**config.mk**
```make
export PLATFORM = sky130hd
export DESIGN_NAME = bcd_counter
export DESIGN_NICKNAME = d
export VERILOG_FILES = /design/src/rtl/bcd_pkg.sv /design/src/rtl/bcd_digit.sv /design/src/rtl/bcd_counter.sv
export SDC_FILE = /design/constraint.sdc
export NUM_CORES = 1
export LEC_CHECK = 0
export CORE_UTILIZATION = 57
export DETAILED_ROUTE_END_ITERATION = 16
export DONT_BUFFER_PORTS = 1
export PLACE_DENSITY = 0.71
export SKIP_CTS_REPAIR_TIMING = 1
export SLEW_MARGIN = 5
export SYNTH_ARGS = -nofsm -noshare
export SYNTH_HDL_FRONTEND = slang
export SYNTH_SLANG_ARGS = --single-unit
```
**constraint.sdc**
```tcl
create_clock -name CLOCK_50 -period 1.9 [get_ports CLOCK_50]
set_clock_uncertainty 0.1 [all_clocks]
set_input_delay 0.38 -clock CLOCK_50 [delete_from_list [all_inputs] [get_ports CLOCK_50]]
set_output_delay 0.38 -clock CLOCK_50 [all_outputs]
set_load 0.03 [all_outputs]
```
**src/rtl/bcd_pkg.sv**
```systemverilog
// rtl/bcd_pkg.sv - shared BCD constants and digit-validity helper
package bcd_pkg;

  localparam logic [3:0] BCD_MAX   = 4'd9;
  localparam logic [3:0] BCD_ZERO  = 4'd0;
  // active-low segment code with every segment off
  localparam logic [6:0] SEG_BLANK = 7'h7F;

  function automatic logic is_bcd(input logic [3:0] value);
    return value <= BCD_MAX;
  endfunction

endpackage

```
**src/rtl/bcd_digit.sv**
```systemverilog
// rtl/bcd_digit.sv - one BCD digit with sanitising load and carry/borrow ripple
module bcd_digit
  import bcd_pkg::*;
(
  input  logic       clk,
  input  logic       rst_n,
  input  logic       load,
  input  logic [3:0] load_digit,
  input  logic       step_in,
  input  logic       up,
  output logic [3:0] digit,
  output logic       step_out
);

  logic at_limit;

  assign at_limit = up ? (digit == BCD_MAX) : (digit == BCD_ZERO);
  assign step_out = step_in & at_limit;

  always_ff @(posedge clk or negedge rst_n) begin
    if (!rst_n) begin
      digit <= BCD_ZERO;
    end else if (load) begin
      digit <= is_bcd(load_digit) ? load_digit : BCD_ZERO;
    end else if (step_in) begin
      if (at_limit)
        digit <= up ? BCD_ZERO : BCD_MAX;
      else
        digit <= up ? digit + 4'd1 : digit - 4'd1;
    end
  end

endmodule

```
**src/rtl/bcd_counter.sv**
```systemverilog
// rtl/bcd_counter.sv - multi-digit BCD up/down counter with prescaled tick and pushbutton step
module bcd_counter
  import bcd_pkg::*;
#(
  parameter int DIGITS   = 2,
  parameter int PRESCALE = 50_000_000
) (
  input  logic                  CLOCK_50,
  input  logic                  RESETn,
  input  logic                  EN,
  input  logic                  UP,
  input  logic                  LOAD,
  input  logic [4*DIGITS-1:0]   LOAD_VAL,
  input  logic                  STEP_n,
  output logic [4*DIGITS-1:0]   BCD,
  output logic                  TC,
  output logic                  TICK
);

  localparam int             PW      = (PRESCALE > 1) ? $clog2(PRESCALE) : 1;
  localparam logic [PW-1:0]  PS_LAST = PW'(PRESCALE - 1);

  logic [PW-1:0]   ps_cnt;
  logic            step_sync1;
  logic            step_sync2;
  logic            step_hist;
  logic            fill1;
  logic            fill2;
  logic            step_armed;
  logic            step;
  logic [DIGITS:0] carry;

  always_ff @(posedge CLOCK_50 or negedge RESETn) begin
    if (!RESETn)
      ps_cnt <= '0;
    else if (!EN || ps_cnt == PS_LAST)
      ps_cnt <= '0;
    else
      ps_cnt <= ps_cnt + PW'(1);
  end

  assign TICK = EN & (ps_cnt == PS_LAST);

  // step is only armed once a real synchronised sample shows the button idle,
  // so a press held across reset release never counts
  always_ff @(posedge CLOCK_50 or negedge RESETn) begin
    if (!RESETn) begin
      step_sync1 <= 1'b1;
      step_sync2 <= 1'b1;
      step_hist  <= 1'b1;
      fill1      <= 1'b0;
      fill2      <= 1'b0;
      step_armed <= 1'b0;
    end else begin
      step_sync1 <= STEP_n;
      step_sync2 <= step_sync1;
      step_hist  <= step_sync2;
      fill1      <= 1'b1;
      fill2      <= fill1;
      step_armed <= step_armed | (fill2 & step_sync2);
    end
  end

  assign step     = step_armed & step_hist & ~step_sync2;
  assign carry[0] = (TICK | step) & ~LOAD;

  for (genvar g = 0; g < DIGITS; g++) begin : g_digit
    bcd_digit u_digit (
      .clk        (CLOCK_50),
      .rst_n      (RESETn),
      .load       (LOAD),
      .load_digit (LOAD_VAL[4*g +: 4]),
      .step_in    (carry[g]),
      .up         (UP),
      .digit      (BCD[4*g +: 4]),
      .step_out   (carry[g+1])
    );
  end

  always_ff @(posedge CLOCK_50 or negedge RESETn) begin
    if (!RESETn)
      TC <= 1'b0;
    else
      TC <= carry[DIGITS];
  end

endmodule
```
==> metrics.md <==
| Metric | Value |
|---|---|
| Status | `finished with violations` |
| Failing checks | `setup timing` |
| FF-to-FF End | `ps_cnt[4]` |
| Worst skew pair latency | `0.29 ns` |
| Final TNS setup | `-4.57 ns` |
| Syn Nets | `257` |
| Netlist Area Pre-Place | `2330 µm²` |
| Number of enable flip-flop cells after synthesis | `0` |
| Final Hold Fails | `0` |
| Reg2reg start | `ps_cnt[11]` |
| Met2 WL | `2950 µm` |
| Register area share after synthesis | `0.442` |
| PD cells | `667 nW/µm²` |
| Synth warnings | `0` |
| Final Cycle Share | `1.13` |
| Worst hold stages | `1` |
| Initial antenna violation count | `0` |
| Hold WC Path Type | `in2reg` |
| Final net count | `303` |
| DRT iter0 DRCs | `between 100 and 150` |
| CP Data Arrival Time | `1.66 ns` |
| Min Tclk post-route | `2.14 ns` |
| Clock Tree Buf Depth | `2` |
| Top Metal Used | `met4` |
| Final worst setup slack | `-0.239 ns` |
| WP buf/inv | `2` |
| H-tree depth | `2` |
| Metal3 WL | `between 300 and 400 µm` |
| Antenna-violating nets left | `0` |
| Worst setup SP type | `flip-flop` |
| Core area | `between 3000 and 4000 µm²` |
| FF-to-FF path depth | `5` |
| MaxCap Viol Count | `0` |
| Synth Instances | `236` |
| DPL Wire Length | `3680 µm` |
| N_diodes | `0` |
| Met1 wire length | `2390 µm` |
| Critical-path cell list | `nor4_2 > nand4_2 > buf_6 > nor3_4 > buf_6` |
| Cell mode on critical path | `buf_6` |
| DRC | `0` |
| Vias per inst | `6.03` |
| Root Buffer | `clkbuf_8` |
| Max Slew Vio Count | `0` |
| Maximum vdd drop | `around 560 µV` |
| Die X | `66.0 µm` |
| WP data required | `1.42 ns` |
| Vias | `1,997` |
| Row count | `22` |
| Worst R2R Setup Slack | `-0.17 ns` |
| GP Congestion | `approximately 0.83` |
| PortBufs | `0` |
| Crit path max-delay cell type | `dfrtp_1` |
| Vias in the first global route | `1,911` |
| Share of flip-flops with an asynchronous set or reset | `1.00` |
| Routed len/inst | `17.4 µm` |
| Initial core utilization | `0.614` |
| Total Power | `2.07 mW` |
| CTS tree | `built` |
| Worst Setup End Kind | `output port` |
| Avg Synthesized Cell Area | `9.88 µm²` |
| Layout cells sized above 1 | `0.353` |
| Worst slew pin tran | `0.601 ns` |
| Hold EP | `TC` |
| Slew headroom | `0.595` |
| CTS Buf Count | `5` |
| Synth Flop Type | `dfrtp_1` |
| Min-delay src | `LOAD` |
| Netlist cell types | `51` |
| Max incr delay on CP | `about 0.41 ns` |
| Total GRT Usage | `0.254` |
| DRT Pass-1 Iters | `4` |
| Clock sinks | `41` |
| Area growth, synth to finish | `33.3%` |
| Post-Route WL | `5760 µm` |
| Crit Path Class | `reg2out` |
| First-pass GRT wire length | `8290 µm` |
| CP Max Fanout | `3` |
| Fmax | `between 400 and 500 MHz` |
| # setup viols final | `34` |
| Remaining Overflow, GRT | `0` |
| Die ar. | `4350 µm²` |
| Die H | `66.0 µm` |
| P_leak | `1.33 nW` |
| Top-Level Pins | `24` |
| RSZ-0062 raised after global routing | `true` |
| Cell family with most CP delay | `simple AND/OR/NAND/NOR gates` |
| Largest net degree at the start of global routing | `42` |
| Clk pin slew, worst setup/hold paths | `0.08 ns` |
| Flops & latches, synth | `41` |
-- state kept, by name, indices dropped and copies added (netlist names) --
register               count
step_sync1                 1
fill1                      1
ps_cnt                    26
TC                         1
step_armed                 1
step_hist                  1
fill2                      1
step_sync2                 1
g_digit.u_digit.digit      8
-- final cells by class --
class,count,area (µm²)
timing repair buffer,46,385
inverter,5,18.8
fill,229,691
clock inverter,2,37.5
tap,48,60.1
sequential,41,1030
multi-input combinational,183,1490
clock buffer,6,82.6
-- metrics by stage --
step	setup slack (ns)	utilization	area, µm²	std cells	hold WS (ns)
finish	-0.239	0.818	3110	331	0.0529
global route	-0.314	0.818	3110	331	0.0465
CTS	-0.339	0.729	2770	324	-0.335
detailed placement	-0.103	0.697	2650	316	-0.0147
global placement	-0.0865	0.697	2650	316	-0.0146
floorplan	-0.0430	-	2350	236	-0.0156
-- routing by layer --
metal	up-vias	global-route usage
met3	14	0.0621
met2	59	0.415
met1	993	0.330
met5	-	0
li1	931	-
met4	0	0.0824
-- synth_stat cells, types with 4 or more instances --
cell type,instances,area (µm²)
xor2_1,20,175
nand4_1,11,68.8
nand3_1,16,80.1
xnor2_1,6,52.6
ha_1,5,62.6
o21ai_0,5,25.0
a21o_1,4,30.0
inv_1,5,18.8
and3_1,6,37.5
nand2b_1,4,25.0
clkbuf_1,4,15.0
nand2_1,11,41.3
nor2_1,38,143
a21oi_1,4,20.0
dfrtp_1,38,951
-- layout by cell type (no fill, tap or decap), types with 4 or more instances in the layout --
| cell | instances |
|---|---|
| nand2_1 | 11 |
| nand3_1 | 16 |
| and3_1 | 5 |
| xor2_1 | 20 |
| buf_4 | 39 |
| a21o_1 | 4 |
| nor2_4 | 21 |
| inv_1 | 4 |
| clkbuf_8 | 6 |
| nand2_8 | 4 |
| dfrtp_1 | 36 |
| nand2b_1 | 4 |
| nand4_1 | 11 |
| ha_1 | 5 |
| nor2_1 | 14 |
| buf_6 | 4 |
| xnor2_1 | 6 |
| o21ai_0 | 5 |
-- cell families (layout without fill, tap and decap cells) --
family                   after synthesis  in the layout  share of synthesized area
multiplexers                           1              1                    0.00429
AO/OA/AOI/OAI                         32             32                      0.104
adder cells (fa/ha/maj)                7              7                     0.0440
AND/OR/NAND/NOR                      113            116                      0.268
XOR/XNOR                              26             26                     0.0976
buffers and inverters                 15             59                     0.0392
flip-flops                            41             41                      0.442
other                                  1              1                    0.00161
-- where the power goes --
group / leakage [nW] / internal [mW] / switching [mW] / total, mW
Clock: 0.0574 / 0.427 / 0.296 / 0.723
Sequential: 0.535 / 0.908 / 0.0293 / 0.937
Combinational: 0.742 / 0.180 / 0.234 / 0.414
Total: 1.33 / 1.52 / 0.559 / 2.07
-- worst max-delay path by stage --
stage	startpoint	endpoint	slack, ns	cells past startpoint
floorplan	UP	g_digit[0].u_digit.digit[3]	-0.04	8
global placement	ps_cnt[16]	ps_cnt[6]	-0.09	6
detailed placement	ps_cnt[9]	ps_cnt[16]	-0.10	5
CTS	ps_cnt[9]	TICK	-0.34	5
global route	ps_cnt[11]	TICK	-0.31	5
finish	ps_cnt[11]	TICK	-0.24	5
(Power assumes the default switching activity.)
